## src/rtl/commit_trace_buffer.sv

```systemverilog
// Retirement trace for the RiSC-16 pipeline: records writeback commits into a
// circular buffer, stops a programmable number of commits after a trigger, then serves readout.
module commit_trace_buffer #(
    parameter int p_DEPTH_LOG2 = 6,
    parameter int p_PC_LEN     = 16,
    parameter int p_DATA_LEN   = 16
) (
    input  logic                             i_clk,
    input  logic                             i_rst,
    input  logic                             i_commit_valid,
    input  logic [p_PC_LEN-1:0]              i_commit_pc,
    input  logic [2:0]                       i_commit_opcode,
    input  logic [2:0]                       i_commit_tgt,
    input  logic [p_DATA_LEN-1:0]            i_commit_result,
    input  logic                             i_arm,
    input  logic [p_DEPTH_LOG2-1:0]          i_post_count,
    input  logic                             i_trig_pc_en,
    input  logic [p_PC_LEN-1:0]              i_trig_pc,
    input  logic                             i_trig_ext,
    input  logic [p_DEPTH_LOG2-1:0]          i_rd_addr,
    output logic [p_PC_LEN+6+p_DATA_LEN-1:0] o_rd_data,
    output logic                             o_rd_valid,
    output logic [1:0]                       o_state,
    output logic [p_DEPTH_LOG2:0]            o_count,
    output logic [p_DEPTH_LOG2:0]            o_trig_pos
);
    localparam int L = p_DEPTH_LOG2;
    localparam int D = 2 ** p_DEPTH_LOG2;
    localparam int W = p_PC_LEN + 6 + p_DATA_LEN;
    localparam logic [L:0] c_FULL = {1'b1, {L{1'b0}}};

    typedef enum logic [1:0] {
        S_IDLE  = 2'd0,
        S_ARMED = 2'd1,
        S_POST  = 2'd2,
        S_DONE  = 2'd3
    } state_t;

    state_t         state_q, state_d;
    logic [L-1:0]   wr_ptr_q, wr_ptr_d;
    logic [L:0]     count_q, count_d;
    logic [L-1:0]   post_len_q, post_len_d;
    logic [L-1:0]   post_rem_q, post_rem_d;
    logic [L-1:0]   post_cnt_q, post_cnt_d;
    logic           trig_stored_q, trig_stored_d;
    logic [W-1:0]   rd_data_q, rd_data_d;
    logic           rd_valid_q, rd_valid_d;
    logic [W-1:0]   mem [D];
    logic           we;
    logic           trig_hit;
    logic [L-1:0]   oldest;

    always_comb begin
        state_d       = state_q;
        wr_ptr_d      = wr_ptr_q;
        count_d       = count_q;
        post_len_d    = post_len_q;
        post_rem_d    = post_rem_q;
        post_cnt_d    = post_cnt_q;
        trig_stored_d = trig_stored_q;
        we            = 1'b0;
        trig_hit      = i_trig_ext |
                        (i_trig_pc_en & i_commit_valid & (i_commit_pc == i_trig_pc));

        // The post-count port is L bits wide, so it can never exceed D-1 and
        // the trigger entry can never be overwritten by post-trigger commits.
        if (i_arm) begin
            state_d       = S_ARMED;
            wr_ptr_d      = '0;
            count_d       = '0;
            post_len_d    = i_post_count;
            post_rem_d    = '0;
            post_cnt_d    = '0;
            trig_stored_d = 1'b0;
        end else begin
            case (state_q)
                S_ARMED: begin
                    we = i_commit_valid;
                    if (trig_hit) begin
                        trig_stored_d = i_commit_valid;
                        post_rem_d    = post_len_q;
                        state_d       = (post_len_q == '0) ? S_DONE : S_POST;
                    end
                end
                S_POST: begin
                    we = i_commit_valid;
                    if (i_commit_valid) begin
                        post_rem_d = post_rem_q - L'(1);
                        post_cnt_d = post_cnt_q + L'(1);
                        if (post_rem_q == L'(1)) state_d = S_DONE;
                    end
                end
                default: ;
            endcase
        end

        if (we) begin
            wr_ptr_d = wr_ptr_q + L'(1);
            if (count_q != c_FULL) count_d = count_q + (L+1)'(1);
        end
    end

    // Offset 0 of the readout window is the oldest surviving entry.
    always_comb begin
        oldest     = wr_ptr_q - count_q[L-1:0];
        rd_data_d  = mem[oldest + i_rd_addr];
        rd_valid_d = (state_q == S_DONE) && ({1'b0, i_rd_addr} < count_q);
    end

    always_ff @(posedge i_clk) begin
        if (i_rst) begin
            state_q       <= S_IDLE;
            wr_ptr_q      <= '0;
            count_q       <= '0;
            post_len_q    <= '0;
            post_rem_q    <= '0;
            post_cnt_q    <= '0;
            trig_stored_q <= 1'b0;
            rd_data_q     <= '0;
            rd_valid_q    <= 1'b0;
        end else begin
            state_q       <= state_d;
            wr_ptr_q      <= wr_ptr_d;
            count_q       <= count_d;
            post_len_q    <= post_len_d;
            post_rem_q    <= post_rem_d;
            post_cnt_q    <= post_cnt_d;
            trig_stored_q <= trig_stored_d;
            rd_data_q     <= rd_data_d;
            rd_valid_q    <= rd_valid_d;
        end
    end

    always_ff @(posedge i_clk) begin
        if (we && !i_rst) begin
            mem[wr_ptr_q] <= {i_commit_pc, i_commit_opcode, i_commit_tgt, i_commit_result};
        end
    end

    assign o_rd_data  = rd_data_q;
    assign o_rd_valid = rd_valid_q;
    assign o_state    = state_q;
    assign o_count    = count_q;
    // Without a stored trigger commit this points at the first post entry.
    assign o_trig_pos = count_q - {1'b0, post_cnt_q} - (L+1)'(trig_stored_q);

endmodule

```

## config.mk

```make
export PLATFORM = sky130hd
export DESIGN_NAME = commit_trace_buffer
export DESIGN_NICKNAME = d
export VERILOG_FILES = /design/src/rtl/commit_trace_buffer.sv
export SDC_FILE = /design/constraint.sdc
export NUM_CORES = 2
export LEC_CHECK = 0
export BUFFER_PORTS_ARGS = -buffer_cell sky130_fd_sc_hd__buf_4
export CORE_UTILIZATION = 50
export CTS_BUF_LIST = sky130_fd_sc_hd__clkbuf_4
export DETAILED_ROUTE_END_ITERATION = 7
export PLACE_DENSITY = 0.63
export REMOVE_ABC_BUFFERS = 1
export SLEW_MARGIN = 0
export SYNTH_ARGS = -nofsm -noshare
export SYNTH_HDL_FRONTEND = slang
export SYNTH_SLANG_ARGS = --single-unit
```

## constraint.sdc

```tcl
create_clock -name i_clk -period 12.7 [get_ports i_clk]
set_input_delay 2.54 -clock i_clk [delete_from_list [all_inputs] [get_ports i_clk]]
set_output_delay 2.54 -clock i_clk [all_outputs]
set_load 0.01 [all_outputs]
```

### Yosys cells after proc, flatten, opt, wreduce, memory -nomap -nowiden

Memory sizes are Yosys's and may differ from the RTL's. A register that Yosys moved wholly into a read port is not among the register bits.
Index checks and enable logic that the tools add are counted.

* order comparisons: 1
* reductions and logical operators: 14
* add/sub/neg operators: 8
* equal/unequal tests: 12
* bitwise operators: 3
* muxes and demuxes: 18

Operators with widths (number)
* $mux 6: 4
* $mux 7: 3
* $eq 16x16->1: 1
* $add 6x1->6 const B: 2
* $pmux 6 s2: 1
* $ne 3x3->1 const B: 3
* $reduce_and 4->1: 2
* $add 7x1->7 const B: 1
* $lt 6x7->1: 1
* $ne 7x7->1 const B: 1
* $sub 7x1->7: 1
* $sub 7x6->7: 1
* $add 6x6->6: 1
* $eq 6x1->1 const B: 1
* $logic_not 6->1: 1
* $mux 1: 6
* $mux 2: 3
* $ne 2x2->1 const B: 3
* $sub 6x1->6 const B: 1
* $sub 6x6->6: 1
* $eq 2x2->1 const B: 2
* $pmux 2 s2: 1
* $reduce_and 2->1: 2
* $reduce_bool 2->1: 2
* other kinds (8): 11

* register bits: 35
* memories: 1
* memory bits (writable): 2432
* input bits: 72
* output and inout port bits: 55

Memory list
* mem: depth 64, bits a word 38, rd ports 1, clocked after Yosys merged registers in 1, write ports 1, RTL line 48 `logic [W-1:0] mem [D];`

### Longest topological paths before layout

* depth after elaboration: 7
* gate-level depth with buffers: 15
* gate-level depth less buffers: 12

### Worst setup path after synthesis

No wires, ideal clock.

* path kind: input to register
* start: input port i_arm
* end: memory mem[63][0] (netlist bit) (enable)
* arrival time: 5.487 ns
* required time: 12.267 ns
* library setup time: 0.433 ns
* stages: 6
* path slack: 6.780 ns
* cell sequence: clkbuf_1 or2_2 clkbuf_1 nor3_1 nand3_1 nor2_1

* word-level cells in the longest chain between the ends: 4

Ends and longest elaborated chain
* start: declaration: RTL line 15 `input logic i_arm,`
* $mux 1: RTL line 67 `if (i_arm) begin`
* $logic_and 1x1->1: RTL line 135 `if (we && !i_rst) begin`
* $mux 1: RTL line 135
* $mux 1 (not written as such): RTL line 136 `mem[wr_ptr_q] <= {i_commit_pc, i_commit_opcode, i_commit_tgt, i_commit_result};`
* end: declaration: RTL line 48

Every way passes these cells.

### Final worst setup path

* start: input port i_rd_addr[1]
* end: register rd_data_q[2] (netlist: o_rd_data[2]), read port of mem

* word-level cells in the longest chain between the ends: 1

Ends and longest elaborated chain
* start: declaration: RTL line 20 `input logic [p_DEPTH_LOG2-1:0] i_rd_addr,`
* $add 6x6->6: RTL line 106 `rd_data_d = mem[oldest + i_rd_addr];`
* end: declaration: RTL line 46 `logic [W-1:0] rd_data_q, rd_data_d;`

Every way passes these cells.
A chain may end at the register's enable or synchronous reset.

==> results by group <==
Worst setup path
  • CP endpoint kind: flop
  • Max FO, Critical Path: 117
  • Crit path arrival time: 7320 ps
  • Critical path class: input pin to flop
  • Critical Path Start Type: input pin
  • CP required: 13890 ps

CTS
  • Clk buf depth: 4
  • Insertion delay to the later sink of the worst-skew pair: 1370 ps
  • Inserted Clock Buffers: 648
  • Clock transition at path regs: 60 ps
  • Clock sinks: 2505
  • Post-CTS Resized: 0
  • Post-CTS setup buffers: 0
  • Clock tree root driver cell: clkbuf_4
  • Hold_buf cts: 0
  • H-tree depth: 6
  • TritonCTS clock tree: built

Placement
  • Post-DP HPWL: 135000 um
  • Port bufs: 126
  • GPL Wtd Cong: 0.791

STA
  • Min cycle time layout: 6130 ps
  • F_max: 163 MHz
  • Final setup viols: 0
  • RSZ-0062 raised after global routing: false
  • Skew final: 52.6 ps
  • Final hold vios: 0
  • Tightest Pin Transition: 1340 ps
  • Tcrit/Tclk final: 0.483
  • Max Slew Vio Count: 0
  • Relative slew slack: 0.102

Pwr
  • Pleak: 35.9 nW
  • Overall power: 17.9 mW
  • Cell Pwr Density: 164 nW/um2
  • VDD IR max: 0.0812 mV

Routing
  • Routed wire length: 268000 um
  • WL/cell: 31.8 um
  • Vias per Instance: 6.19
  • Vias: 52200
  • Pre-antenna DRT Iters: 5
  • # DRC: 0
  • Initial drt markers: 6027
  • Final ANT Viol Nets: 0

Global routing
  • Largest net degree at the start of global routing: 152
  • M3 GR Usage: 0.0673
  • Total gr overflow: 0
  • GR Util met2: 0.421
  • Vias in the first global route: 53500
  • First-pass GRT wire length: 380000 um
  • M1 GR Usage: 0.391
  • Antenna violations before repair: 8
  • GRT Max-Usage Layer: met2
  • Total global-route track usage: 0.276

Outcome
  • Status: finished, final reports clean

Synth
  • Avg Cell Area, Syn: 19.9 um2
  • Prevailing post-synth register cell: edfxtp_1
  • Most frequent cell after synthesis: edfxtp_1
  • Mapped Cells: 4850
  • Leading area contributor after synthesis: edfxtp_1
  • Synthesized flop and latch total: 2505
  • Fraction of registers with async set/reset: 0
  • Synth Warn #: 0
  • Post-synth EDFFs: 2432
  • Synth top cells by count: edfxtp_1, nand2_1, mux4_2, clkbuf_1, o211ai_1
  • Top-area cell type share of the netlist area: 0.755
  • Synthesized area: 96700 um2
  • Most area-consuming cells after synthesis: edfxtp_1, mux4_2, nand2_1
  • Sequential area share after synthesis: 0.770
  • Post-synth cell types: 56

Die
  • DIE AREA: 195000 um2
  • Core ar.: 192000 um2
  • Die H: 442 um
  • Die W: 442 um
  • Initial core utilization: 0.503
  • Ports: 127
  • Core Rows: 161

Cells and area
  • Area growth from synthesis to layout: 12.9%
  • Layout cells sized above 1: 0.330
  • Fill count: 14500
  • Nets: 5583
  • Core Util, Final: 0.567

Worst hold path
  • Hold Crit Class: flop to flop

Run
  • Maxcap violations: 0
==> layout by cell type (no fill, tap or decap), drive strengths merged, types with 73 or more instances in the layout <==
cell	count
dfxtp	73
o211ai	152
buf	244
nor2	104
mux4	608
nand4	119
clkbuf	982
nand3	86
nand2	782
clkinv	75
edfxtp	2432
==> final timing paths <==
check	start	end	slack, ps	depth (start not counted)
worst min register to register	post_rem_q[5]	post_rem_q[5]	510	1
worst max register to register	o_count[0]	o_rd_data[2]	7280	12
worst min-delay path	post_rem_q[5]	post_rem_q[5]	510	1
worst max-delay path	i_rd_addr[1]	o_rd_data[2]	6570	11
==> final cells by class <==
| class | instances | area (um2) | area share |
|---|---|---|---|
| Sequential cell | 2505 | 74500 | 0.682 |
| Timing Repair Buffer | 244 | 1940 | 0.0178 |
| Antenna cell | 5 | 12.5 | 0.000115 |
| Clock inverter | 87 | 478 | 0.00438 |
| Clock buffer | 982 | 7370 | 0.0675 |
| Inverter | 45 | 169 | 0.00155 |
| Multi-Input combinational cell | 2030 | 21500 | 0.197 |
| Tap cell | 2526 | 3160 | 0.0290 |
==> flip-flops by register name, indices dropped and copies added, names as in the netlist <==
signal / cells
post_len_q: 6
o_rd_valid: 1
o_state: 2
o_count: 7
post_rem_q: 6
wr_ptr_q: 6
trig_stored_q: 1
mem: 2432
o_rd_data: 38
post_cnt_q: 6
==> cells by family after synthesis <==
logic type / count (synthesis) / synth area share
fa+ha+maj: 37 / 0.00533
flops: 2505 / 0.770
compound gates: 200 / 0.0153
simple gates: 1132 / 0.0492
buf+inv: 315 / 0.0134
mux: 616 / 0.142
xor+xnor: 45 / 0.00422
==> routing by layer <==
layer  wire [um]  up-vias
met5          92        -
met4        8430        6
met3       28600      463
met2      125000     2959
met1      106000    27500
li1            -    21300
==> metrics by stage <==
stage	cell area [um2]	instances	hold slack [ps]	TNS (ps)	setup slack [ps]
finish	109000	8424	509	0	6570
global route	109000	8422	540	0	6290
CTS	109000	8419	515	0	6400
detailed placement	101000	7350	501	0	5320
global placement	101000	7350	487	0	5320
floorplan	95600	4580	471	-554740	-14600
==> critical path, cell delays in order <==
cell and delay (ps):
buf_4 100, inv_1 50, fa_1 520, fa_4 1360
buf_12 580, buf_4 870, mux4_2 410, nand2_1 80
nand4_1 150, o211ai_1 210, nand4_1 120
==> power breakdown <==
part / internal, mW / switching [mW] / leakage (nW)
registers: 9.10 / 0.0428 / 22.5
clock network: 3.59 / 3.14 / 4.77
logic: 0.787 / 1.22 / 8.72
total: 13.5 / 4.40 / 35.9
No activity file was read; power rests on OpenSTA's default activity.
